**src/rtl/jtframe_dwnld_pack_pkg.sv**
```systemverilog
// Shared types for the download packer: FSM states, FIFO entry layout and SDRAM lane masks.
package jtframe_dwnld_pkg;

  typedef enum logic [1:0] {
    IDLE,
    REQ,
    WAIT
  } state_e;

  typedef struct packed {
    logic [24:0] addr;
    logic [7:0]  data;
  } fifo_entry_t;

  // prog_mask is active-low: the cleared bit selects the written lane
  localparam logic [1:0] LANE_LO = 2'b10;
  localparam logic [1:0] LANE_HI = 2'b01;

  function automatic logic [15:0] dup_byte(input logic [7:0] b);
    return {b, b};
  endfunction

endpackage

```
**src/rtl/jtframe_dwnld_pack_if.sv**
```systemverilog
// SDRAM programming bus: the packer is the master, the SDRAM controller the slave.
interface jtframe_dwnld_pack_if #(
  parameter int SDRAMW = 23
);
  logic [SDRAMW-1:0] prog_addr;
  logic [15:0]       prog_data;
  logic [1:0]        prog_mask;
  logic [1:0]        prog_ba;
  logic              prog_we;
  logic              prog_ack;
  logic              prog_rdy;
  logic              prom_we;

  modport master (
    output prog_addr, prog_data, prog_mask, prog_ba, prog_we, prom_we,
    input  prog_ack, prog_rdy
  );

  modport slave (
    input  prog_addr, prog_data, prog_mask, prog_ba, prog_we, prom_we,
    output prog_ack, prog_rdy
  );
endinterface

```
**src/rtl/jtframe_dwnld_pack_fifo.sv**
```systemverilog
// Synchronous FIFO of {addr,byte} entries; a push into a full FIFO is taken
// only when a pop happens in the same cycle.
module jtframe_dwnld_fifo
  import jtframe_dwnld_pkg::*;
#(
  parameter int AW = 2
)(
  input  logic        clk,
  input  logic        rst,
  input  logic        push_i,
  input  fifo_entry_t din_i,
  input  logic        pop_i,
  output fifo_entry_t dout_o,
  output logic        full_o,
  output logic        empty_o
);
  localparam int DEPTH = 1 << AW;

  fifo_entry_t   mem_q [DEPTH];
  logic [AW-1:0] wr_ptr_q, rd_ptr_q;
  logic [AW:0]   cnt_q;
  logic          wr_en, rd_en;

  assign full_o  = (cnt_q == (AW+1)'(DEPTH));
  assign empty_o = (cnt_q == '0);
  assign wr_en   = push_i & (~full_o | pop_i);
  assign rd_en   = pop_i & ~empty_o;
  assign dout_o  = mem_q[rd_ptr_q];

  // NOTE: storage has no reset; cnt_q alone marks entries valid, so a reset
  // only needs to clear the pointers and the count.
  always_ff @(posedge clk) begin
    if (wr_en) mem_q[wr_ptr_q] <= din_i;
  end

  always_ff @(posedge clk or posedge rst) begin
    if (rst) begin
      wr_ptr_q <= '0;
      rd_ptr_q <= '0;
      cnt_q    <= '0;
    end else begin
      if (wr_en) wr_ptr_q <= wr_ptr_q + AW'(1);
      if (rd_en) rd_ptr_q <= rd_ptr_q + AW'(1);
      case ({wr_en, rd_en})
        2'b10:   cnt_q <= cnt_q + (AW+1)'(1);
        2'b01:   cnt_q <= cnt_q - (AW+1)'(1);
        default: cnt_q <= cnt_q;
      endcase
    end
  end

endmodule

```
**src/rtl/jtframe_dwnld_pack.sv**
```systemverilog
// Packs the ioctl byte stream into SDRAM bank writes and PROM strobes.
// Optional header skipping is enabled with the JTFRAME_DWNLD_HEADER_EN macro.
module jtframe_dwnld_pack
  import jtframe_dwnld_pkg::*;
#(
  parameter int          SDRAMW     = 23,
  parameter logic [24:0] BA1_START  = 25'h10_0000,
  parameter logic [24:0] BA2_START  = 25'h20_0000,
  parameter logic [24:0] BA3_START  = 25'h30_0000,
  parameter logic [24:0] PROM_START = 25'h1FF_FFFF,
  parameter int          HEADER     = 0,
  parameter int          FIFO_AW    = 2
)(
  input  logic                        clk_rom,
  input  logic                        rst,
  input  logic                        downloading,
  input  logic [24:0]                 ioctl_addr,
  input  logic [7:0]                  ioctl_dout,
  input  logic                        ioctl_wr,
  jtframe_dwnld_pack_if.master        prog,
  output logic                        dwnld_busy,
  output logic                        overflow
);
  localparam int OW = SDRAMW + 1;

  if (HEADER < 0 || BA1_START[0] || BA2_START[0] || BA3_START[0] ||
      BA2_START < BA1_START || BA3_START < BA2_START) begin : g_bad_params
    $error("jtframe_dwnld_pack: invalid HEADER or bank start parameters");
  end

  state_e            state_q, state_d;
  logic [24:0]       eff_addr;
  logic              wr_ok, is_prom, push_req, prom_req;
  logic              fifo_full, fifo_empty, fifo_pop, fifo_drop;
  fifo_entry_t       fifo_head;
  logic              prom_go, prom_from_reg, prom_load, prom_drop;
  logic              prom_pend_q;
  logic [24:0]       prom_addr_q, prom_sel_addr;
  logic [7:0]        prom_byte_q, prom_sel_byte;
  logic [SDRAMW-1:0] prom_off;
  logic [1:0]        head_ba;
  logic [24:0]       bank_start;
  logic [OW-1:0]     head_off;
  logic [SDRAMW-1:0] prog_addr_q, prog_addr_d;
  logic [15:0]       prog_data_q, prog_data_d;
  logic [1:0]        prog_mask_q, prog_mask_d;
  logic [1:0]        prog_ba_q, prog_ba_d;
  logic              prom_we_q, overflow_q;

`ifdef JTFRAME_DWNLD_HEADER_EN
  logic        dl_q, in_hdr;
  logic [31:0] hdr_cnt_q, hdr_cnt_d, hdr_base;

  // NOTE: every always_comb output gets a default first so no latch is inferred.
  always_comb begin
    hdr_base  = (downloading && !dl_q) ? '0 : hdr_cnt_q;
    in_hdr    = hdr_base < 32'(HEADER);
    hdr_cnt_d = hdr_base;
    if (ioctl_wr && downloading && in_hdr) hdr_cnt_d = hdr_base + 32'd1;
  end

  always_ff @(posedge clk_rom or posedge rst) begin
    if (rst) begin
      dl_q      <= 1'b0;
      hdr_cnt_q <= '0;
    end else begin
      dl_q      <= downloading;
      hdr_cnt_q <= hdr_cnt_d;
    end
  end

  assign wr_ok    = ioctl_wr & downloading & ~in_hdr;
  assign eff_addr = ioctl_addr - 25'(HEADER);
`else
  assign wr_ok    = ioctl_wr & downloading;
  assign eff_addr = ioctl_addr;
`endif

  assign is_prom  = eff_addr >= PROM_START;
  assign push_req = wr_ok & ~is_prom;
  assign prom_req = wr_ok & is_prom;

  jtframe_dwnld_fifo #(.AW(FIFO_AW)) u_fifo (
    .clk     (clk_rom),
    .rst     (rst),
    .push_i  (push_req),
    .din_i   ('{addr: eff_addr, data: ioctl_dout}),
    .pop_i   (fifo_pop),
    .dout_o  (fifo_head),
    .full_o  (fifo_full),
    .empty_o (fifo_empty)
  );

  // A held PROM byte goes first, then a fresh PROM byte, then the FIFO head.
  always_comb begin
    state_d       = state_q;
    fifo_pop      = 1'b0;
    prom_go       = 1'b0;
    prom_from_reg = 1'b0;
    case (state_q)
      IDLE: begin
        if (prom_pend_q) begin
          prom_go       = 1'b1;
          prom_from_reg = 1'b1;
        end else if (prom_req) begin
          prom_go = 1'b1;
        end else if (!fifo_empty) begin
          fifo_pop = 1'b1;
          state_d  = REQ;
        end
      end
      REQ:     if (prog.prog_ack) state_d = prog.prog_rdy ? IDLE : WAIT;
      WAIT:    if (prog.prog_rdy) state_d = IDLE;
      default: state_d = IDLE;
    endcase
  end

  // NOTE: sequential state uses non-blocking assignments so every register
  // samples its inputs from before the clock edge.
  always_ff @(posedge clk_rom or posedge rst) begin
    if (rst) state_q <= IDLE;
    else     state_q <= state_d;
  end

  always_comb begin
    head_ba    = 2'd0;
    bank_start = '0;
    if (fifo_head.addr >= BA3_START) begin
      head_ba    = 2'd3;
      bank_start = BA3_START;
    end else if (fifo_head.addr >= BA2_START) begin
      head_ba    = 2'd2;
      bank_start = BA2_START;
    end else if (fifo_head.addr >= BA1_START) begin
      head_ba    = 2'd1;
      bank_start = BA1_START;
    end
    head_off = OW'(fifo_head.addr - bank_start);
  end

  assign prom_sel_addr = prom_from_reg ? prom_addr_q : eff_addr;
  assign prom_sel_byte = prom_from_reg ? prom_byte_q : ioctl_dout;
  assign prom_off      = SDRAMW'(prom_sel_addr - PROM_START);

  always_comb begin
    prog_addr_d = prog_addr_q;
    prog_data_d = prog_data_q;
    prog_mask_d = prog_mask_q;
    prog_ba_d   = prog_ba_q;
    if (prom_go) begin
      prog_addr_d = prom_off;
      prog_data_d = dup_byte(prom_sel_byte);
    end else if (fifo_pop) begin
      prog_addr_d = head_off[OW-1:1];
      prog_data_d = dup_byte(fifo_head.data);
      prog_mask_d = head_off[0] ? LANE_HI : LANE_LO;
      prog_ba_d   = head_ba;
    end
  end

  assign fifo_drop = push_req & fifo_full & ~fifo_pop;
  assign prom_drop = prom_req & prom_pend_q;
  assign prom_load = prom_req & ~prom_pend_q & ~prom_go;

  always_ff @(posedge clk_rom or posedge rst) begin
    if (rst) begin
      prog_addr_q <= '0;
      prog_data_q <= '0;
      prog_mask_q <= '0;
      prog_ba_q   <= '0;
      prom_we_q   <= 1'b0;
      prom_pend_q <= 1'b0;
      prom_addr_q <= '0;
      prom_byte_q <= '0;
      overflow_q  <= 1'b0;
    end else begin
      prog_addr_q <= prog_addr_d;
      prog_data_q <= prog_data_d;
      prog_mask_q <= prog_mask_d;
      prog_ba_q   <= prog_ba_d;
      prom_we_q   <= prom_go;
      if (prom_load) begin
        prom_pend_q <= 1'b1;
        prom_addr_q <= eff_addr;
        prom_byte_q <= ioctl_dout;
      end else if (prom_from_reg) begin
        prom_pend_q <= 1'b0;
      end
      if (fifo_drop || prom_drop) overflow_q <= 1'b1;
    end
  end

  assign prog.prog_addr = prog_addr_q;
  assign prog.prog_data = prog_data_q;
  assign prog.prog_mask = prog_mask_q;
  assign prog.prog_ba   = prog_ba_q;
  assign prog.prog_we   = (state_q == REQ);
  assign prog.prom_we   = prom_we_q;

  assign dwnld_busy = downloading | ~fifo_empty | (state_q != IDLE) | prom_pend_q;
  assign overflow   = overflow_q;

endmodule
```
**src/flat_wrapper.sv**
```systemverilog
// flat-port wrapper written by rule: the top's interface ports become plain ports
module jtframe_dwnld_pack_flat import jtframe_dwnld_pkg::*;
#(
  parameter int          SDRAMW     = 23,
  parameter logic [24:0] BA1_START  = 25'h10_0000,
  parameter logic [24:0] BA2_START  = 25'h20_0000,
  parameter logic [24:0] BA3_START  = 25'h30_0000,
  parameter logic [24:0] PROM_START = 25'h1FF_FFFF,
  parameter int          HEADER     = 0,
  parameter int          FIFO_AW    = 2
)
  (clk_rom, rst, downloading, ioctl_addr, ioctl_dout, ioctl_wr, dwnld_busy, overflow, prog_prog_addr, prog_prog_data, prog_prog_mask, prog_prog_ba, prog_prog_we, prog_prom_we, prog_prog_ack, prog_prog_rdy);
  jtframe_dwnld_pack_if #(.SDRAMW(SDRAMW)) prog_i ();
  input  logic clk_rom;
  input  logic rst;
  input  logic downloading;
  input  logic [24:0] ioctl_addr;
  input  logic [7:0] ioctl_dout;
  input  logic ioctl_wr;
  output logic dwnld_busy;
  output logic overflow;
  output wire logic [$bits(prog_i.prog_addr)-1:0] prog_prog_addr;
  output wire logic [$bits(prog_i.prog_data)-1:0] prog_prog_data;
  output wire logic [$bits(prog_i.prog_mask)-1:0] prog_prog_mask;
  output wire logic [$bits(prog_i.prog_ba)-1:0] prog_prog_ba;
  output wire logic [$bits(prog_i.prog_we)-1:0] prog_prog_we;
  output wire logic [$bits(prog_i.prom_we)-1:0] prog_prom_we;
  input wire logic [$bits(prog_i.prog_ack)-1:0] prog_prog_ack;
  input wire logic [$bits(prog_i.prog_rdy)-1:0] prog_prog_rdy;
  assign prog_prog_addr = prog_i.prog_addr;
  assign prog_prog_data = prog_i.prog_data;
  assign prog_prog_mask = prog_i.prog_mask;
  assign prog_prog_ba = prog_i.prog_ba;
  assign prog_prog_we = prog_i.prog_we;
  assign prog_prom_we = prog_i.prom_we;
  assign prog_i.prog_ack = prog_prog_ack;
  assign prog_i.prog_rdy = prog_prog_rdy;
  jtframe_dwnld_pack #(.SDRAMW(SDRAMW), .BA1_START(BA1_START), .BA2_START(BA2_START), .BA3_START(BA3_START), .PROM_START(PROM_START), .HEADER(HEADER), .FIFO_AW(FIFO_AW)) u_core (.clk_rom(clk_rom), .rst(rst), .downloading(downloading), .ioctl_addr(ioctl_addr), .ioctl_dout(ioctl_dout), .ioctl_wr(ioctl_wr), .prog(prog_i), .dwnld_busy(dwnld_busy), .overflow(overflow));
endmodule
```
**config.mk**
```make
export PLATFORM = sky130hd
export DESIGN_NAME = jtframe_dwnld_pack_flat
export DESIGN_NICKNAME = d
export VERILOG_FILES = /design/src/rtl/jtframe_dwnld_pack_pkg.sv /design/src/rtl/jtframe_dwnld_pack_if.sv /design/src/rtl/jtframe_dwnld_pack_fifo.sv /design/src/rtl/jtframe_dwnld_pack.sv /design/src/flat_wrapper.sv
export SDC_FILE = /design/constraint.sdc
export NUM_CORES = 1
export LEC_CHECK = 0
export CAP_MARGIN = 10
export CORE_UTILIZATION = 51
export DETAILED_ROUTE_END_ITERATION = 8
export MAX_ROUTING_LAYER = met4
export PLACE_DENSITY = 0.77
export RECOVER_POWER = 100
export SLEW_MARGIN = 20
export SYNTH_ARGS = -nofsm -noshare
export SYNTH_HDL_FRONTEND = slang
export SYNTH_SLANG_ARGS = --single-unit
```
**constraint.sdc**
```tcl
create_clock -name clk_rom -period 4.7 [get_ports clk_rom]
set_input_delay 0.94 -clock clk_rom [delete_from_list [all_inputs] [get_ports clk_rom]]
set_output_delay 0.94 -clock clk_rom [all_outputs]
set_load 0.01 [all_outputs]
```
==> flow_metrics.tcl <==
set metrics [dict create \
    status "complete, but fails checks" \
    violations "max-capacitance violations, max-slew violations" \
    syn_inst 633 \
    grt_pass1_wl_um 33600 \
    synth_top_family_by_area "multiplexers" \
    reg2regPathDepth 9 \
    crit_type "in2reg" \
    p_switching_mw 1.87 \
    min_path_cells 2 \
    cts_hold_buf 0 \
    firstDrtPassIters 6 \
    async_flop_share_pct 37.1 \
    drc 0 \
    cts_buffer_depth 3 \
    n_antenna_cell 0 \
    dieArea_sq_um 18300 \
    drive_gt1_share_pct 11.6 \
    grt_pass1_vias 5986 \
    synth-compound-area-share_pct 6.30 \
    hold_path_end "u_core.prog.prog_addr[2]" \
    slowest_delay_ps 980 \
    ios 86 \
    final_cell_area_sq_um 10900 \
    arrival_ps 3980 \
    start_util_pct 52.3 \
    critPathTopFamily "buffers and inverters" \
    mostFrequentLayoutCells "edfxtp_1 (132), dlygate4sd3_1 (81), dfrtp_1 (78), nand2_1 (44), nor2_1 (34)" \
    power.leakage_nw 4.11 \
    final_max_slew_viol_count 52 \
    dp_slack_ps 684 \
    cts_sinks 210 \
    final_nets 773 \
    synth_edf_count 132 \
    grt_usage_pct 25.2 \
    cp_cell_sequence "dlygate4sd3_1 -> nand3_1 -> or4_1 -> nor2_1 -> nor3_1 -> and2_0 -> clkbuf_1" \
    synth_nets 682 \
    layout_min_cycle_time_ps 3880 \
    worst_slack_ps 825 \
    synthMuxAreaShare_pct 10.9 \
    synth-simple-area-share_pct 10.8 \
    ir_drop_mv 0.292 \
    vias 5796 \
    power_density_nw_per_um2 557 \
    synthFlopType "edfxtp_1" \
    wl_per_cell_um 22.0 \
    cts_buffers 22 \
    cts_resized 0 \
    mostFrequentLayoutCell "edfxtp_1" \
    start_kind "input pin" \
    cts_max_level 1 \
    post-route-period-util_pct 82.5 \
    worstPathRequired_ps 4810 \
    fin_tns_setup_ps 0 \
    die_w_um 135 \
    regToRegStartpoint "u_core.u_fifo.rd_ptr_q[0]" \
    syn_area_sq_um 9080 \
    critPathBufInv 2 \
    finalClockSkew_ps 11.2 \
    yosysUniqueCellTypes 58 \
    seq_area_frac_synth_pct 65.2 \
    worst_slew_pin_slew_ps 2390 \
    ys_ff_latch 210 \
    power_frac_clock_pct 27.8 \
    setup_viol 0 \
    ant_nets 0 \
    hpwl_um 14000 \
    rrSetupSlack_ps 960 \
    drv_cap 1 \
    multi_input_area_sq_um 2930 \
    end_kind "flop" \
    clk_pin_slew_worst_paths_ps 60 \
    hp-class "reg2reg" \
    synth_adder_area_share_pct 1.54 \
    critical_path_peak_fanout 18 \
    power.share.combinational_pct 30.1 \
    yosys_warnings 0 \
    areaGrowthSynthToFinish_pct 19.6 \
    drt_iter0_markers 544 \
    fillers 1258 \
    vias_per_cell 6.01 \
    regArea_sq_um 5920 \
    critPathSlowestCell "clkbuf_1" \
    syn_area_per_cell_sq_um 14.3 \
    rows 48 \
    r2r-end "u_core.prog.prog_addr[22]" \
    grt_max_degree 52 \
    core_area_sq_um 17400 \
    die_h_um 135 \
    hold_start "u_core.prog.prog_addr[2]" \
    p_int_mw 4.18 \
    sequentialPowerShare_pct 42.0 \
    drt_wl_total_um 21200 \
    grt_overflow 0 \
    antenna_found_initial 0 \
    io_buffers 85 \
    switching_share_pct 30.9 \
    cts-root-buf "clkbuf_16" \
    post_dp_cell_area_sq_um 10200 \
    rsz0062_at_grt "no" \
    worstSkewPairLatency_ps 500 \
    tritoncts "yes" \
    synthXorXnorAreaFrac_pct 2.60 \
    slew_headroom_pct -60.2 \
    place.gp.congestion 0.885 \
    cts_setup_buffers 0 \
    max_freq_mhz 258 \
    hold_viol_final 0 \
]
worst max-delay path by stage:
stage,start,slack [ps],endpoint,cells after the start
2_1_floorplan,u_core.state_q[0],1200,u_core.prog.prog_addr[20],13
3_3_place_gp,ioctl_addr[8],790,u_core.u_fifo.cnt_q[2],12
3_5_place_dp,ioctl_addr[8],680,u_core.u_fifo.cnt_q[2],12
4_1_cts,ioctl_addr[8],1200,u_core.u_fifo.cnt_q[2],12
5_1_grt,ioctl_addr[2],610,u_core.u_fifo.mem_q[0][5],7
6_report,ioctl_addr[2],820,u_core.u_fifo.mem_q[0][18],7
power groups by stage:
stage          clock (mW)  combinational (mW)  sequential (mW)
3_5_place_dp            0                1.91             2.59
4_1_cts              1.70                1.93             2.56
6_report             1.68                1.82             2.54
5_1_grt              1.77                1.98             2.58
3_3_place_gp            0                1.85             2.56
2_1_floorplan           0                1.16             2.52
sequential cells by signal, indices dropped and copies added, names as in the netlist, 3 cells and up:
signal                 flops
u_core.prom_addr_q        23
u_core.u_fifo.mem_q      132
u_core.prom_byte_q         8
u_core.u_fifo.cnt_q        3
u_core.prog.prog_data      8
u_core.prog.prog_addr     23
kinds of logic after synthesis:
family          count (synthesis)
mux                            57
xor+xnor                       27
buf+inv                        54
simple gates                  188
compound gates                 87
flops                         210
fa+ha+maj                      10
stage by stage:
step	cells	power, mW	utilization [%]	hold slack [ps]
after detailed placement	925	4.49	58.7	456
after global routing	965	6.33	62.6	501
final	965	6.05	62.6	476
after floorplan	633	3.69	-	435
after global placement	925	4.42	58.7	450
after CTS	965	6.18	62.7	488
metal layers:
metal	vias up	GRT usage (%)	share of wire (%)
met5	-	-	0
met2	236	39.6	49
met3	46	3.63	6.2
met1	2950	33.8	42
met4	0	8.74	2.8
li1	2564	-	-
worst register-to-register path, stage by stage (launching register included):
cell and delay [ps]:
dfrtp_1 1120, mux4_2 680, nor4_1 580, ha_1 330, nor2b_1 140, nor3_1 190
xnor2_1 130, a31oi_1 200, o22ai_1 90, a211oi_1 170
cell usage after synthesis, types with 13 or more instances:
| cell | n | area [sq um] |
|---|---|---|
| edfxtp_1 | 132 | 3960 |
| nor3_1 | 13 | 65.1 |
| nor2_1 | 34 | 128 |
| xor2_1 | 15 | 131 |
| clkbuf_1 | 19 | 71.3 |
| nand2_1 | 44 | 165 |
| o21ai_0 | 16 | 80.1 |
| dfrtp_1 | 78 | 1950 |
| inv_1 | 15 | 56.3 |
| mux2i_1 | 16 | 160 |
| mux4_2 | 33 | 743 |
| nand2b_1 | 24 | 150 |
| nand3_1 | 19 | 95.1 |
| a21oi_1 | 22 | 110 |
final cells by class:
cell class              instances  area share (%)
clock inverters                 2           0.311
clock buffers                  38            6.10
flip-flops and latches        210            54.5
inverters                      16           0.565
well taps                     225            2.59
multi-input cells             369            27.0
repair buffers                105            8.92
No activity file was read; power rests on OpenSTA's default activity.
